===== src/rtl/dm_access_ctrl.sv =====
// dm_access_ctrl: single-port data-memory access controller for a simple core.
//
// Accepts one load/store request at a time and sequences it against a word-wide
// memory whose read data is combinational from mem_addr.
//   Loads and sw: IDLE -> ACC -> DONE
//   sb and sh:    IDLE -> ACC -> WR -> DONE (read-modify-write of one word)
//
// Optional feature: define DM_MISALIGN_CHECK_EN to enable the alignment check.
// A faulting request then skips memory and completes with misalign=1.
// In the default build misalign is tied to 0.
//
// Ports:
//   clk, reset          clock, asynchronous active-high reset
//   req, op, addr,      request and its operands, sampled only in IDLE
//   wdata, pc
//   busy                high in every non-IDLE state
//   done                one-cycle completion pulse
//   rdata               extended load result, held until the next load
//   misalign            alignment fault flag, valid while done=1
//   mem_pc              latched pc for memory write trace
//   mem_we              word write enable
//   mem_addr            word-aligned address
//   mem_wdata           word to write
//   mem_rdata           word read data, combinational from mem_addr
module dm_access_ctrl (
    input  logic        clk,
    input  logic        reset,
    input  logic        req,
    input  logic [2:0]  op,
    input  logic [31:0] addr,
    input  logic [31:0] wdata,
    input  logic [31:0] pc,
    output logic        busy,
    output logic        done,
    output logic [31:0] rdata,
    output logic        misalign,
    output logic [31:0] mem_pc,
    output logic        mem_we,
    output logic [31:0] mem_addr,
    output logic [31:0] mem_wdata,
    input  logic [31:0] mem_rdata
);

    localparam logic [1:0] IDLE = 2'd0;
    localparam logic [1:0] ACC  = 2'd1;
    localparam logic [1:0] WR   = 2'd2;
    localparam logic [1:0] DONE = 2'd3;

    localparam logic [2:0] OP_LW  = 3'b000;
    localparam logic [2:0] OP_LB  = 3'b001;
    localparam logic [2:0] OP_LBU = 3'b010;
    localparam logic [2:0] OP_LH  = 3'b011;
    localparam logic [2:0] OP_LHU = 3'b100;
    localparam logic [2:0] OP_SW  = 3'b101;
    localparam logic [2:0] OP_SB  = 3'b110;
    localparam logic [2:0] OP_SH  = 3'b111;

    logic [1:0]  state_q, state_d;
    logic [2:0]  op_q;
    logic [31:0] addr_q;
    logic [31:0] wdata_q;
    logic [31:0] pc_q;
    logic [31:0] rdata_q;
    logic [31:0] merge_q;

    logic        is_load;
    logic        is_sub_store;
    logic        fault;
    logic [7:0]  byte_val;
    logic [15:0] half_val;
    logic [31:0] load_val;
    logic [31:0] merged;

    assign is_load      = (op_q <= OP_LHU);
    assign is_sub_store = (op_q == OP_SB) || (op_q == OP_SH);

`ifdef DM_MISALIGN_CHECK_EN
    logic misalign_q;

    always_comb begin
        fault = 1'b0;
        unique case (op_q)
            OP_LW, OP_SW:        fault = (addr_q[1:0] != 2'b00);
            OP_LH, OP_LHU, OP_SH: fault = addr_q[0];
            default:             fault = 1'b0;
        endcase
    end

    always_ff @(posedge clk or posedge reset) begin
        if (reset) begin
            misalign_q <= 1'b0;
        end else if (state_q == ACC) begin
            misalign_q <= fault;
        end
    end

    assign misalign = misalign_q & done;
`else
    // Unused low address bits are simply ignored in this build.
    assign fault    = 1'b0;
    assign misalign = 1'b0;
`endif

    // Lane extraction from the addressed word (little-endian lanes).
    always_comb begin
        byte_val = 8'h00;
        unique case (addr_q[1:0])
            2'd0: byte_val = mem_rdata[7:0];
            2'd1: byte_val = mem_rdata[15:8];
            2'd2: byte_val = mem_rdata[23:16];
            2'd3: byte_val = mem_rdata[31:24];
            default: byte_val = 8'h00;
        endcase
        half_val = addr_q[1] ? mem_rdata[31:16] : mem_rdata[15:0];

        load_val = mem_rdata;
        unique case (op_q)
            OP_LB:   load_val = {{24{byte_val[7]}}, byte_val};
            OP_LBU:  load_val = {24'h000000, byte_val};
            OP_LH:   load_val = {{16{half_val[15]}}, half_val};
            OP_LHU:  load_val = {16'h0000, half_val};
            default: load_val = mem_rdata;
        endcase
    end

    // Replace only the target lane; every other byte passes through untouched.
    always_comb begin
        merged = mem_rdata;
        if (op_q == OP_SB) begin
            merged[{addr_q[1:0], 3'b000} +: 8] = wdata_q[7:0];
        end else if (op_q == OP_SH) begin
            merged[{addr_q[1], 4'b0000} +: 16] = wdata_q[15:0];
        end
    end

    always_comb begin
        state_d = state_q;
        unique case (state_q)
            IDLE:    if (req) state_d = ACC;
            ACC:     state_d = (!fault && is_sub_store) ? WR : DONE;
            WR:      state_d = DONE;
            DONE:    state_d = IDLE;
            default: state_d = IDLE;
        endcase
    end

    always_ff @(posedge clk or posedge reset) begin
        if (reset) begin
            state_q <= IDLE;
            op_q    <= 3'b000;
            addr_q  <= 32'h0;
            wdata_q <= 32'h0;
            pc_q    <= 32'h0;
            rdata_q <= 32'h0;
            merge_q <= 32'h0;
        end else begin
            state_q <= state_d;
            if (state_q == IDLE && req) begin
                op_q    <= op;
                addr_q  <= addr;
                wdata_q <= wdata;
                pc_q    <= pc;
            end
            if (state_q == ACC && !fault) begin
                if (is_load)      rdata_q <= load_val;
                if (is_sub_store) merge_q <= merged;
            end
        end
    end

    // Write enable comes from registered state only, so an asynchronous reset
    // removes it in the same instant the state returns to IDLE.
    assign mem_we    = ((state_q == ACC) && (op_q == OP_SW) && !fault) || (state_q == WR);
    assign mem_wdata = (state_q == WR) ? merge_q : wdata_q;
    assign mem_addr  = {addr_q[31:2], 2'b00};
    assign mem_pc    = pc_q;
    assign busy      = (state_q != IDLE);
    assign done      = (state_q == DONE);
    assign rdata     = rdata_q;

endmodule


===== config.mk =====
export PLATFORM = sky130hd
export DESIGN_NAME = dm_access_ctrl
export DESIGN_NICKNAME = d
export VERILOG_FILES = /design/src/rtl/dm_access_ctrl.sv
export SDC_FILE = /design/constraint.sdc
export NUM_CORES = 1
export LEC_CHECK = 0
export CAP_MARGIN = 0
export CORE_MARGIN = 2
export CORE_UTILIZATION = 47
export DETAILED_ROUTE_END_ITERATION = 7
export GPL_ROUTABILITY_DRIVEN = 0
export PLACE_DENSITY_LB_ADDON = 0.25
export SLEW_MARGIN = 10
export SYNTH_ARGS = -nofsm -noshare
export SYNTH_HDL_FRONTEND = slang
export SYNTH_SLANG_ARGS = --single-unit

===== constraint.sdc =====
create_clock -name clk -period 6.73 [get_ports clk]
set_clock_uncertainty 0.2 [all_clocks]
set_input_delay 0.673 -clock clk [delete_from_list [all_inputs] [get_ports clk]]
set_output_delay 0.673 -clock clk [all_outputs]
set_load 0.05 [all_outputs]

==> results of run 1 <==
==> per-stage QoR <==
stage | worst slack [ns] | cell area [sq um] | util
after detailed placement | 3.388 | 10850 | 0.6253
after global routing | 3.041 | 11410 | 0.6577
after floorplan | 1.395 | 8359 | -
after global placement | 3.450 | 10850 | 0.6253
final | 3.163 | 11410 | 0.6577
after CTS | 3.121 | 11410 | 0.6577
==> worst max-delay path: cells and delay by family, from the launching register on <==
family                     cells  cell delay (ns)
buffers and inverters          3             1.26
muxes                          1             0.41
DFF                            1             0.40
adders and majority gates      1             0.19
==> cell families (layout without fill, tap and decap cells) <==
logic type	Yosys count	count (layout)
AO/OA/AOI/OAI	167	167
flip-flops	165	165
AND/OR/NAND/NOR	148	148
multiplexers	138	138
buffers and inverters	98	318
adder cells (fa/ha/maj)	11	11
other	1	3
XOR/XNOR	1	1
==> area by class of cell <==
cell class / instances / area [sq um] / share of cell area
inverters: 16 / 65.06 / 0.005700
multi-input cells: 468 / 3695 / 0.3237
clock inverters: 15 / 136.4 / 0.01195
flip-flops and latches: 165 / 4129 / 0.3617
repair buffers: 270 / 2683 / 0.2350
well taps: 225 / 281.5 / 0.02466
clock buffers: 17 / 425.4 / 0.03727
==> state kept, by name, indices dropped and copies added (netlist names) <==
signal / cells
addr_q: 32
mem_pc: 32
merge_q: 32
rdata: 32
wdata_q: 32
op_q: 3
state_q: 2
==> path summary, 6_finish.rpt <==
kind | startpoint | to | slack [ns] | depth (start not counted)
min in group asynchronous | reset | mem_pc[9]$_DFFE_PP0P_ | 0.39 | 2
max in group asynchronous | reset | wdata_q[2]$_DFFE_PP0P_ | 4.74 | 3
worst max register to register | addr_q[1]$_DFFE_PP0P_ | rdata[16]$_DFFE_PP0P_ | 3.37 | 6
worst min-delay path | merge_q[11]$_DFFE_PP0P_ | merge_q[11]$_DFFE_PP0P_ | 0.28 | 2
worst min register to register | merge_q[11]$_DFFE_PP0P_ | merge_q[11]$_DFFE_PP0P_ | 0.28 | 2
worst max-delay path | state_q[0]$_DFFE_PP0P_ | mem_wdata[2] | 3.16 | 5
==> cell usage in the layout (no fill, tap or decap), types with 16 or more instances in the layout <==
master,n
clkdlybuf4s50_1,262
dfrtp_1,165
mux2_2,138
nand2_1,78
a21oi_1,30
nor2_1,28
a221oi_1,21
o21ai_0,19
a21o_1,17
clkbuf_16,17
a31o_2,16
a22o_1,16
==> routing by layer <==
layer,routed length [microns],GRT usage,up-vias
li1,-,-,3028
met1,9859,0.3306,3210
met2,10180,0.3726,309
met3,2286,0.08977,42
met4,531,0.08133,0
met5,0,0,-
==> run metrics, run 1 <==
vias in the first global route=around 6700; status=finished clean; clock sinks=165; Core Region=0.01736 sq mm; Slew @ Worst Pin=1.087 ns; Post-synth EDFFs=0; TritonRoute pass-1 iters=7; RSZ-0062 raised after global routing=false; Row Count=48; Critical Path RT=5.86 ns; top-count cell post-synth=dfrtp_1; Hold Violations, Final=0; Slew headroom=0.2729; slowest cell delay on critical path=roughly 0.71 ns; Post-Synth XOR/XNOR Area=0.001948; Detailed Place HPWL=16250 microns; Initial DRC Count=571; Synth warnings=0; CTS H-Tree Depth=4; Mapped Avg Cell Area=between 10 and 15 sq um; GRT Total Usage=0.2468; top cell type by total area after synthesis=dfrtp_1; Worst Path Max Fanout=33; clock root cell=clkbuf_16; postcts setup bufs=0; Routed WL=22860 microns; kind of critical path=register to output port; Yosys reg bits=about 170; ys async rst share=1.000; post-synthesis compound-gate area fraction=0.1489; mux contribution to synthesized area=0.1861; # diodes=0; TritonCTS Buffers=17; layout cells sized above 1=0.2250; area of the mapped netlist=0.008352 sq mm; CTS tree=yes; Port Buf Inserts=262; Initial Util=0.4812; Die Y=137.3 microns; CP endpoint kind=output port; dpl cells=1144; largest net degree at the start of global routing=71; FMAX=280.4 MHz; maximum clock path buffer count=2; Post-CTS Hold Buffers=0; Final Net Count=1082; vias per cell=5.603; hold_ws=approximately 0.28 ns; adder-cell share of the synthesized area=0.01618; Top Ports=between 200 and 300; PostCTS Resize Cnt=0; dominant cells by area after synthesis=dfrtp_1, mux2_2, nand2_1, buf_4, a221oi_1; synth cell count leaders=dfrtp_1, mux2_2, nand2_1; initial antenna violation count=1; Clock Latency Late Sink=0.43 ns; Filler Cells Inserted=1396; Synth top area share=0.4944; first-pass GRT wire length=35530 microns; Tmin final=3.567 ns; slowest stage cell on the critical path=clkdlybuf4s50_1; final setup fails=0; sum of negative setup slack=0 ns; synthesis-to-layout area growth=36.67%; Max Cap Viol=0; Distinct cells, synth=59; Post-DRT Antenna Nets=0; Synth Instances=729; period utilisation layout=0.5300; Hold WC Path Type=register to register; # DRC=0; main flop type after synthesis=dfrtp_1; Seq/Total Area, Yosys=0.4944; routed len/inst=~19 microns; CP arrival=2.69 ns; full die area=0.01885 sq mm; Clock transition at path regs=around 0.06 ns; via count=~6600; worst path cell trace=inv_1, ha_1, buf_4, mux2_2, clkdlybuf4s50_1; Synth Area in Simple Gates=0.08704; Final Slew Violations=0; Post-Layout Cell Count=1176; Startpoint Class=register; DIE WIDTH=137.3 microns; remaining global-route overflow=0; combinational family with the most area after synthesis=multiplexers
Power of run 1 is left out: the tool's default activity adds up to more than one toggle a clock period on the data nets, which glitch-free logic cannot reach.
==> run 2, diff against run 1 <==
==> constraint.sdc (replaced) <==
create_clock -name clk -period 3.45 [get_ports clk]
set_clock_uncertainty 0.2 [all_clocks]
set_input_delay 0.345 -clock clk [delete_from_list [all_inputs] [get_ports clk]]
set_output_delay 0.345 -clock clk [all_outputs]
set_load 0.05 [all_outputs]
==> run 2 against run 1 <==
  * Clock-buffer cell count grew 2
  * Worst hold slack worse by 0.17 ns
  * Sequential cell count unchanged
  * Sequential share of layout area fell by 0.58 points
  * Utilization up 1.1 points
  * Final cell count up 0.77%
  * First-iteration DRC count down 10%
  * Highest routed layer unchanged
  * Design area up 1.6%
  * Worst setup slack lost 2.5 ns
  * Critical endpoint is now mem_wdata[18]
  * Wire length rose by 3.4%
  * Via count grew 2.5%
==> run metrics, run 2 (synthesis results as in run 1) <==
status=finished clean; Detailed Place HPWL=17310 microns; Routed WL=23630 microns; Final Slew Violations=0; period utilisation layout=0.7934; # diodes=0; DIE WIDTH=137.3 microns; Core Region=around 0.017 sq mm; vias in the first global route=6689; sum of negative setup slack=0 ns; commonest non-fill, non-tap cell in the layout=clkdlybuf4s50_1; PostCTS Resize Cnt=0; initial antenna violation count=0; clock sinks=165; Die Y=137.3 microns; largest net degree at the start of global routing=84; TritonCTS Buffers=17; CP arrival=2.19 ns; met2 Use GR=0.3900; Initial DRC Count=slightly above 500; Final Net Count=1091; GRT Total Usage=0.2520; M1 GR Usage=0.3349; remaining global-route overflow=0; CTS H-Tree Depth=4; Post-DRT Antenna Nets=0; synthesis-to-layout area growth=38.89%; Initial Util=0.4812; maximum clock path buffer count=2; final setup fails=0; full die area=0.01885 sq mm; layout cells sized above 1=0.2656; Slew @ Worst Pin=0.8460 ns; busiest grt layer=met2; # DRC=0; Startpoint Class=register; FF-to-FF setup slack=just over 0.8 ns; Clock Latency Late Sink=0.42 ns; TritonRoute pass-1 iters=6; clock root cell=clkbuf_16; CTS tree=yes; Row Count=48; routed len/inst=19.94 microns; via count=6754; Tmin final=around 2.7 ns; FMAX=365.3 MHz; Hold Violations, Final=0; most frequent cells in the layout=clkdlybuf4s50_1, dfrtp_1, mux2_2; Top Ports=about 270; kind of critical path=register to output port; Slew headroom=0.4360; Max Cap Viol=0; met3 Track Usage GR=0.08720; Port Buf Inserts=262; Clock transition at path regs=~0.070 ns; first-pass GRT wire length=between 30000 and 40000 microns; RSZ-0062 raised after global routing=false; vias per cell=between 5 and 6; Post-CTS Hold Buffers=0; Hold WC Path Type=input pin to asynchronous set/reset pin; CP endpoint kind=output port; Critical Path RT=~2.9 ns; Worst Path Max Fanout=32; postcts setup bufs=0
[run 2: changes by cell type in the layout (fill, tap and decap cells not counted), sizes merged]
cell | previous run | this run
clkdlybuf4s50 | 262 | 229
bufinv | 0 | 3
buf | 8 | 50
inv | 25 | 20
clkinv | 3 | 2
clkbuf | 17 | 19
clkinvlp | 3 | 4
[run 2: routing by layer]
| metal | vias to the layer above | wire length [microns] | part of all wire |
|---|---|---|---|
| met5 | - | 0 | 0 |
| met4 | 0 | 522 | 0.022 |
| met3 | 41 | 2400 | 0.10 |
| met2 | 345 | 10840 | 0.46 |
| met1 | 3330 | 9870 | 0.42 |
| li1 | 3038 | - | - |
[run 2: path summary, 6_finish.rpt]
| path | endpoint | cells past startpoint | startpoint |
|---|---|---|---|
| hold reg to reg | merge_q[12]$_DFFE_PP0P_ | 2 | merge_q[12]$_DFFE_PP0P_ |
| max in group asynchronous | op_q[1]$_DFFE_PP0P_ | 4 | reset |
| min in group clk | merge_q[12]$_DFFE_PP0P_ | 2 | merge_q[12]$_DFFE_PP0P_ |
| setup reg to reg | rdata[9]$_DFFE_PP0P_ | 4 | op_q[0]$_DFFE_PP0P_ |
| hold / removal | mem_pc[14]$_DFFE_PP0P_ | 2 | reset |
| setup / recovery | mem_wdata[18] | 5 | state_q[0]$_DFFE_PP0P_ |
[run 2: layout make-up]
cell class                      instances  area (sq um)
Fill cell                            1365          5757
Sequential cell                       165          4129
Multi-Input combinational cell        468          3695
Timing Repair Buffer                  279          2818
Clock buffer                           19         442.9
Tap cell                              225         281.5
Clock inverter                         13         170.2
Inverter                               16         63.81
[run 2: critical path, stage by stage (launching register included)]
cell and delay [ns]:
dfrtp_1 0.41, inv_1 0.15, ha_1 0.20, buf_4 0.39
mux2_2 0.40, buf_4 0.19
[run 2: metrics by stage]
stage	cells	utilization	hold slack, ns	worst slack (ns)	cell area [sq um]
floorplan	731	-	0.2444	0.8062	8363
global placement	1153	0.6330	0.2660	0.9623	10990
detailed placement	1153	0.6330	0.2730	0.8759	10990
CTS	1185	0.6683	0.1155	0.6719	11600
global route	1185	0.6683	0.1624	0.5787	11600
finish	1185	0.6683	0.1133	0.7128	11600
Power of run 2 is left out for the same reason.
